===== src/rtl/branch_pc_unit.sv =====
// branch_pc_unit
//   Owns the MIPS fetch program counter and picks the next fetch address.
//   Branch targets are br_pc4 + imm_shifted (offset already word-aligned by
//   the shift stage). Jump targets splice jmp_index into the upper PC nibble.
//   A redirect that shows up while the pipe is stalled is parked in a
//   single-entry buffer and applied on the first unstalled cycle.
//
// Ports
//   Clk              : system clock, rising edge
//   Rst              : synchronous active-high reset
//   stall            : hazard stall, PC holds while high
//   br_valid         : branch resolved in ID this cycle
//   br_taken         : branch condition true (qualified by br_valid)
//   br_pc4           : PC+4 of the branch/jump in ID
//   imm_shifted      : branch offset, already shifted left by 2
//   jmp_valid        : J/JAL in ID this cycle
//   jmp_index        : instr[25:0] of the jump
//   pc_out           : current fetch PC (registered)
//   pc4_out          : pc_out + 4 (combinational)
//   flush            : kill the IF/ID instruction this cycle
//   redirect_pending : a buffered redirect is waiting for an unstalled cycle
//   taken_cnt        : saturating count of redirects loaded into the PC

module branch_pc_unit #(
  parameter logic [31:0] RESET_PC = 32'h0000_0000,
  parameter int          CNT_W    = 16
) (
  input  logic             Clk,
  input  logic             Rst,
  input  logic             stall,
  input  logic             br_valid,
  input  logic             br_taken,
  input  logic [31:0]      br_pc4,
  input  logic [31:0]      imm_shifted,
  input  logic             jmp_valid,
  input  logic [25:0]      jmp_index,
  output logic [31:0]      pc_out,
  output logic [31:0]      pc4_out,
  output logic             flush,
  output logic             redirect_pending,
  output logic [CNT_W-1:0] taken_cnt
);

  localparam logic [CNT_W-1:0] CntMax = '1;

  logic [31:0]      pc_q, pc_d;
  logic             pend_valid_q, pend_valid_d;
  logic [31:0]      pend_tgt_q, pend_tgt_d;
  logic [CNT_W-1:0] cnt_q, cnt_d;

  logic [31:0] br_target;
  logic [31:0] j_target;
  logic        cur_req;
  logic [31:0] cur_tgt;
  logic        load_redirect;

  // Target arithmetic wraps modulo 2^32; low bits are passed through untouched.
  assign br_target = br_pc4 + imm_shifted;
  assign j_target  = {br_pc4[31:28], jmp_index, 2'b00};

  // A jump in ID outranks a branch resolving in the same cycle.
  assign cur_req = jmp_valid | (br_valid & br_taken);
  assign cur_tgt = jmp_valid ? j_target : br_target;

  // A redirect is only loaded on an unstalled, non-reset cycle, either the
  // live one or the parked one.
  assign load_redirect = ~Rst & ~stall & (cur_req | pend_valid_q);

  // Next-state selection for PC, pending buffer and counter. Reset is handled
  // in the register process so it overrides everything here.
  always_comb begin
    pc_d         = pc_q;
    pend_valid_d = pend_valid_q;
    pend_tgt_d   = pend_tgt_q;
    cnt_d        = cnt_q;

    if (stall) begin
      // Newest request wins the buffer; older parked target is overwritten.
      if (cur_req) begin
        pend_valid_d = 1'b1;
        pend_tgt_d   = cur_tgt;
      end
    end else begin
      pend_valid_d = 1'b0;
      if (cur_req) begin
        pc_d = cur_tgt;
      end else if (pend_valid_q) begin
        pc_d = pend_tgt_q;
      end else begin
        pc_d = pc_q + 32'd4;
      end
    end

    if (load_redirect && (cnt_q != CntMax)) begin
      cnt_d = cnt_q + CNT_W'(1);
    end
  end

  // State registers with synchronous reset; reset discards any parked redirect.
  always_ff @(posedge Clk) begin
    if (Rst) begin
      pc_q         <= RESET_PC;
      pend_valid_q <= 1'b0;
      pend_tgt_q   <= 32'h0000_0000;
      cnt_q        <= '0;
    end else begin
      pc_q         <= pc_d;
      pend_valid_q <= pend_valid_d;
      pend_tgt_q   <= pend_tgt_d;
      cnt_q        <= cnt_d;
    end
  end

  assign pc_out           = pc_q;
  assign pc4_out          = pc_q + 32'd4;
  assign flush            = load_redirect;
  assign redirect_pending = pend_valid_q;
  assign taken_cnt        = cnt_q;

endmodule


===== config.mk =====
export PLATFORM = sky130hd
export DESIGN_NAME = branch_pc_unit
export DESIGN_NICKNAME = d
export VERILOG_FILES = /design/src/rtl/branch_pc_unit.sv
export SDC_FILE = /design/constraint.sdc
export NUM_CORES = 1
export LEC_CHECK = 0
export ABC_AREA = 0
export CORE_AREA = 2 2 159 122
export CTS_CLUSTER_DIAMETER = 120
export DETAILED_ROUTE_END_ITERATION = 8
export DIE_AREA = 0 0 161 124
export GPL_TIMING_DRIVEN = 1
export PLACE_DENSITY_LB_ADDON = 0.3
export SYNTH_ARGS = -nofsm -noshare
export SYNTH_HDL_FRONTEND = slang
export SYNTH_SLANG_ARGS = --single-unit

===== constraint.sdc =====
create_clock -name Clk -period 3.14 [get_ports Clk]
set_input_delay 0.628 -clock Clk [delete_from_list [all_inputs] [get_ports Clk]]
set_output_delay 0.628 -clock Clk [all_outputs]
set_load 0.02 [all_outputs]

**Yosys cells after proc, flatten, opt, wreduce, memory -nomap -nowiden**

Index checks and enable logic that the tools add are counted.
Widths: inputs -> output; s select.

- Register bits: 81
- Memory bits (writable): 0
- Memories: 0
- Latch bits: 0
- Word-level logic and storage cells: 21
- Bits in read-only memories: 0
- Output and inout port bits: 82
- Bits of input ports: 96

- Multipliers: 0
- Shift-type cells: 0
- Add/sub/neg operators: 3
- Bitwise operators: 7
- Reduce and logical (&&, ||, !) cells: 3
- Muxes and demuxes: 3
- Equality and inequality tests: 1
- Divide/modulo/power cells: 0
- $lt $le $gt $ge: 0

Operator list:

| cell | count |
|---|---|
| $mux 32 | 3 |
| $add 32x3->32 const B | 1 |
| $add 32x32->32 | 1 |
| $add 16x1->16 const B | 1 |
| $ne 16x16->1 const B | 1 |
| $and 1x1->1 | 3 |
| $not 1->1 | 2 |
| $or 1x1->1 | 2 |
| $reduce_and 2->1 | 1 |
| $reduce_or 2->1 | 1 |
| $logic_and 1x1->1 | 1 |

**Depth between registers and ports, before layout**

- Depth after elaboration: 5
- Mapped depth: 11
- Mapped depth without buffers: 11

**Worst setup path before layout**

No wires, ideal clock.

- Path type: in2reg
- Start point: input br_pc4[0]
- End point: register pc_q[24], in the netlist pc_out[24]
- Cell stages on the path: 11
- Path buffers: 0
- Arrival time: 2.998 ns
- Library setup time: 0.086 ns
- Setup slack: 0.056 ns
- Required time: 3.054 ns
- Cells stage by stage: ha_1 -> inv_1 -> fa_1 -> nor2b_1 -> o211ai_1 -> a211oi_2 -> nor3_1 -> or4_1 -> and3b_1 -> or3_1 -> a221oi_2

- Word-level cells in the longest chain between the ends: 3

RTL lines:

| element | line | source |
|---|---|---|
| start: declaration | 33 | `input logic [31:0] br_pc4,` |
| $add 32x32->32 | 58 | `assign br_target = br_pc4 + imm_shifted;` |
| $mux 32 | 63 | `assign cur_tgt = jmp_valid ? j_target : br_target;` |
| $mux 32 | 85 | `if (cur_req) begin` |
| end signal: assignment | 107 | `pc_q <= pc_d;` |
| end: declaration | 46 | `logic [31:0] pc_q, pc_d;` |

No other way between the ends.
A chain may end at the register's enable or synchronous reset.

**Worst setup path in the final report**

- Start point: input imm_shifted[7]
- End point: register pc_q[24], in the netlist pc_out[24]

- Word-level cells in the longest chain between the ends: 3

RTL lines:

| element | line | source |
|---|---|---|
| start: declaration | 34 | `input logic [31:0] imm_shifted,` |
| $add 32x32->32 | 58 |  |
| $mux 32 | 63 |  |
| $mux 32 | 85 |  |

No other way between the ends.

==> impl_metrics.env <==
export IMPL_outcome="finished with violations"
export IMPL_violations="setup timing"
export IMPL_timing_fmax_mhz=315
export IMPL_overflow=0
export IMPL_crit_top_cell="or3_4"
export IMPL_die_h_um=124
export IMPL_fin_area_um2=9770
export IMPL_yosys_area_top_type="dfxtp_1"
export IMPL_detailedPlace_worstSlack_ns=-0.757
export IMPL_synth_most_common_cell="nor2_1"
export IMPL_routedWlPerCell_um=17.4
export IMPL_syn_cell_area_um2=6340
export IMPL_synth_nets=975
export IMPL_portBuffers=177
export IMPL_max_slew_margin_pct=40.8
export IMPL_vdd_drop_max_v=0.000224
export IMPL_finalClockSkew_ns=0.00889
export IMPL_viasPerCell=5.37
export IMPL_hold_violations=0
export IMPL_cts_clk_slew_worst_paths_ns=0.06
export IMPL_die_x_um=161
export IMPL_ys_seq_area_share_pct=25.6
export IMPL_cp_end_kind="flip-flop"
export IMPL_dpl_instance_area_um2=9130
export IMPL_clk_latency_ns=0.34
export IMPL_drv_cap=0
export IMPL_fin_crit_ns=3.17
export IMPL_start_util_pct=34.7
export IMPL_rows=43
export IMPL_io_pin_count=178
export IMPL_grt_pass1_vias=6877
export IMPL_grt_pass1_wl_um=36500
export IMPL_synth_edf_count=0
export IMPL_synth_area_per_cell_um2=7.50
export IMPL_dp_hpwl_um=18000
export IMPL_final_net_count=1244
export IMPL_vias=7324
export IMPL_cp_max_fo=2
export IMPL_drc=0
export IMPL_start_kind="input pin"
export IMPL_setup_ws_ns=-0.0318
export IMPL_whs_ns=0.456
export IMPL_hold_buffers=0
export IMPL_drtPass1Iterations=5
export IMPL_cts_buffers=9
export IMPL_cts_sinks=81
export IMPL_layout_drive_gt1_share_pct=19.3
export IMPL_antenna_left=0
export IMPL_cts_max_level=3
export IMPL_yosys_most_used_dff="dfxtp_1"
export IMPL_cts_tree="built"
export IMPL_final_core_util_pct=53.4
export IMPL_leakage_nw=4.17
export IMPL_synth_top_area_share_pct=25.6
export IMPL_period_share_pct=101
export IMPL_grt_usage_pct=23.1
export IMPL_worstHoldPathType="flip-flop to flip-flop"
export IMPL_gp_congestion=0.888
export IMPL_drt_wl_total_um=23800
export IMPL_placeableCoreArea_um2=18300
export IMPL_synth_commonest_cells="94 x nor2_1, 85 x nand2_1, 81 x dfxtp_1, 70 x a21oi_1, 60 x o21ai_0"
export IMPL_antenna_found_initial=0
export IMPL_synthCells=845
export IMPL_clock_root_buffer="clkbuf_16"
export IMPL_yosys_warnings=0
export IMPL_grt_max_degree=68
export IMPL_area_delta_synth_final_pct=54.1
export IMPL_cts_buffer_depth=2
export IMPL_antenna_cells=0
export IMPL_synthDistinctLibCells=68
export IMPL_worstPathArrival_ns=3.43
export IMPL_drv_slew=0
export IMPL_worst_setup_path_type="input pin to flip-flop"
export IMPL_postSynth_asyncResetShare_pct=0
export IMPL_grt_setup_unrepaired="true"
export IMPL_setup_violations=1
export IMPL_cp_slowest_cell="or4_4"
export IMPL_critical_path_cell_chain="clkdlybuf4s50_1 -> ha_4 -> nand2_2 -> or3_4 -> a211oi_4 -> nor3_4 -> or4_4 -> and3b_1 -> or3_4 -> a221oi_2"
export IMPL_worstPathRequired_ns=3.39
export IMPL_critical_path_max_stage_delay_ns=0.49
export IMPL_die_area_um2=20000
export IMPL_drtIter0Drc=552
export IMPL_tightest_slew_ns=0.885
export IMPL_synthTopCellsByArea="dfxtp_1 26%, ha_1 6.5%, nor2_1 5.6%"
export IMPL_powerDensity_nw_per_um2=368
export IMPL_synth_seq_cells=81
registers in the layout (all words and copies together), names as in the netlist:
name / cells
pend_tgt_q: 32
pc_out: 32
taken_cnt: 16
redirect_pending: 1
layout make-up:
cell class,instances,area (um2)
Clock buffer,10,239
Clock inverter,5,56.3
Fill cell,1740,8520
Inverter,24,90.1
Multi-Input combinational cell,691,4710
Sequential cell,81,1620
Tap cell,247,309
Timing Repair Buffer,307,2740
report_power, final:
group	internal [mW]	switching [mW]
combinational	0.660	0.718
sequential	1.10	0.0487
clock	0.632	0.441
total	2.39	1.21
worst paths after layout:
check | start | end | slack (ns) | cells after the start
max | imm_shifted[7] | pc_out[24] | -0.03 | 10
min | pend_tgt_q[27] | pend_tgt_q[27] | 0.46 | 2
max reg2reg | pc_out[15] | pc_out[31] | 0.68 | 8
min reg2reg | pend_tgt_q[27] | pend_tgt_q[27] | 0.46 | 2
per-layer routing:
| layer | GRT usage, % | vias to the layer above | wire length, um |
|---|---|---|---|
| met5 | 0 | - | 0 |
| met4 | 4.41 | 0 | 280 |
| met3 | 3.90 | 21 | 1710 |
| met2 | 36.5 | 283 | 10200 |
| met1 | 33.4 | 3406 | 11600 |
| li1 | - | 3614 | - |
critical path, delay by kind of cell:
kind                     cells  cell delay [ns]
buffers and inverters        1             0.45
AO/OA/AOI/OAI                2             0.50
adder cells (fa/ha/maj)      1             0.29
AND/OR/NAND/NOR              6             1.56
cells in the final DEF, fill, tap and decap left out, types with 6 or more instances in the layout:
cell type	n
a31oi_1	8
o211ai_1	16
nand3_1	20
clkdlybuf4s50_1	133
inv_1	19
o211a_1	10
dlymetal6s2s_1	24
nor3_1	22
o21a_1	6
dfxtp_1	80
a21o_1	9
or3_1	6
a211oi_1	16
a221oi_1	8
o21ai_0	56
dlygate4sd2_1	7
ha_1	22
and3_1	8
xor2_1	29
nor2b_1	9
nand4_1	16
nand2_1	85
clkbuf_2	9
xnor2_1	34
clkbuf_16	9
ha_4	10
a21oi_1	69
buf_4	130
mux2_2	7
and4_1	6
nand2b_1	9
mux2i_1	19
nor2_1	93
metrics by stage:
stage                     setup TNS [ns]  instances  power [mW]
after floorplan                        0        845        1.85
after global placement             -7.66       1342        2.47
after detailed placement           -8.82       1342        2.47
after CTS                         -0.108       1361        3.55
after global routing              -0.114       1365        3.76
final                            -0.0318       1365        3.59
what timing repair did:
action,4_1_cts,5_1_grt
resized for setup,35,78
pin swaps,12,27
setup buffers,4,4
setup endpoints to repair,24,34
endpoints found under the hold margin,0,0
cell families after synthesis:
kind of cell,Yosys count,synth area share (%)
AOI/OAI and AO/OA,254,26.3
xor gates and xnor gates,66,9.12
adders and majority gates,34,6.83
buffers and inverters,73,4.56
DFF,81,25.6
muxes,26,4.24
and+or+nand+nor,311,23.4
No activity file was read; power rests on OpenSTA's default activity.
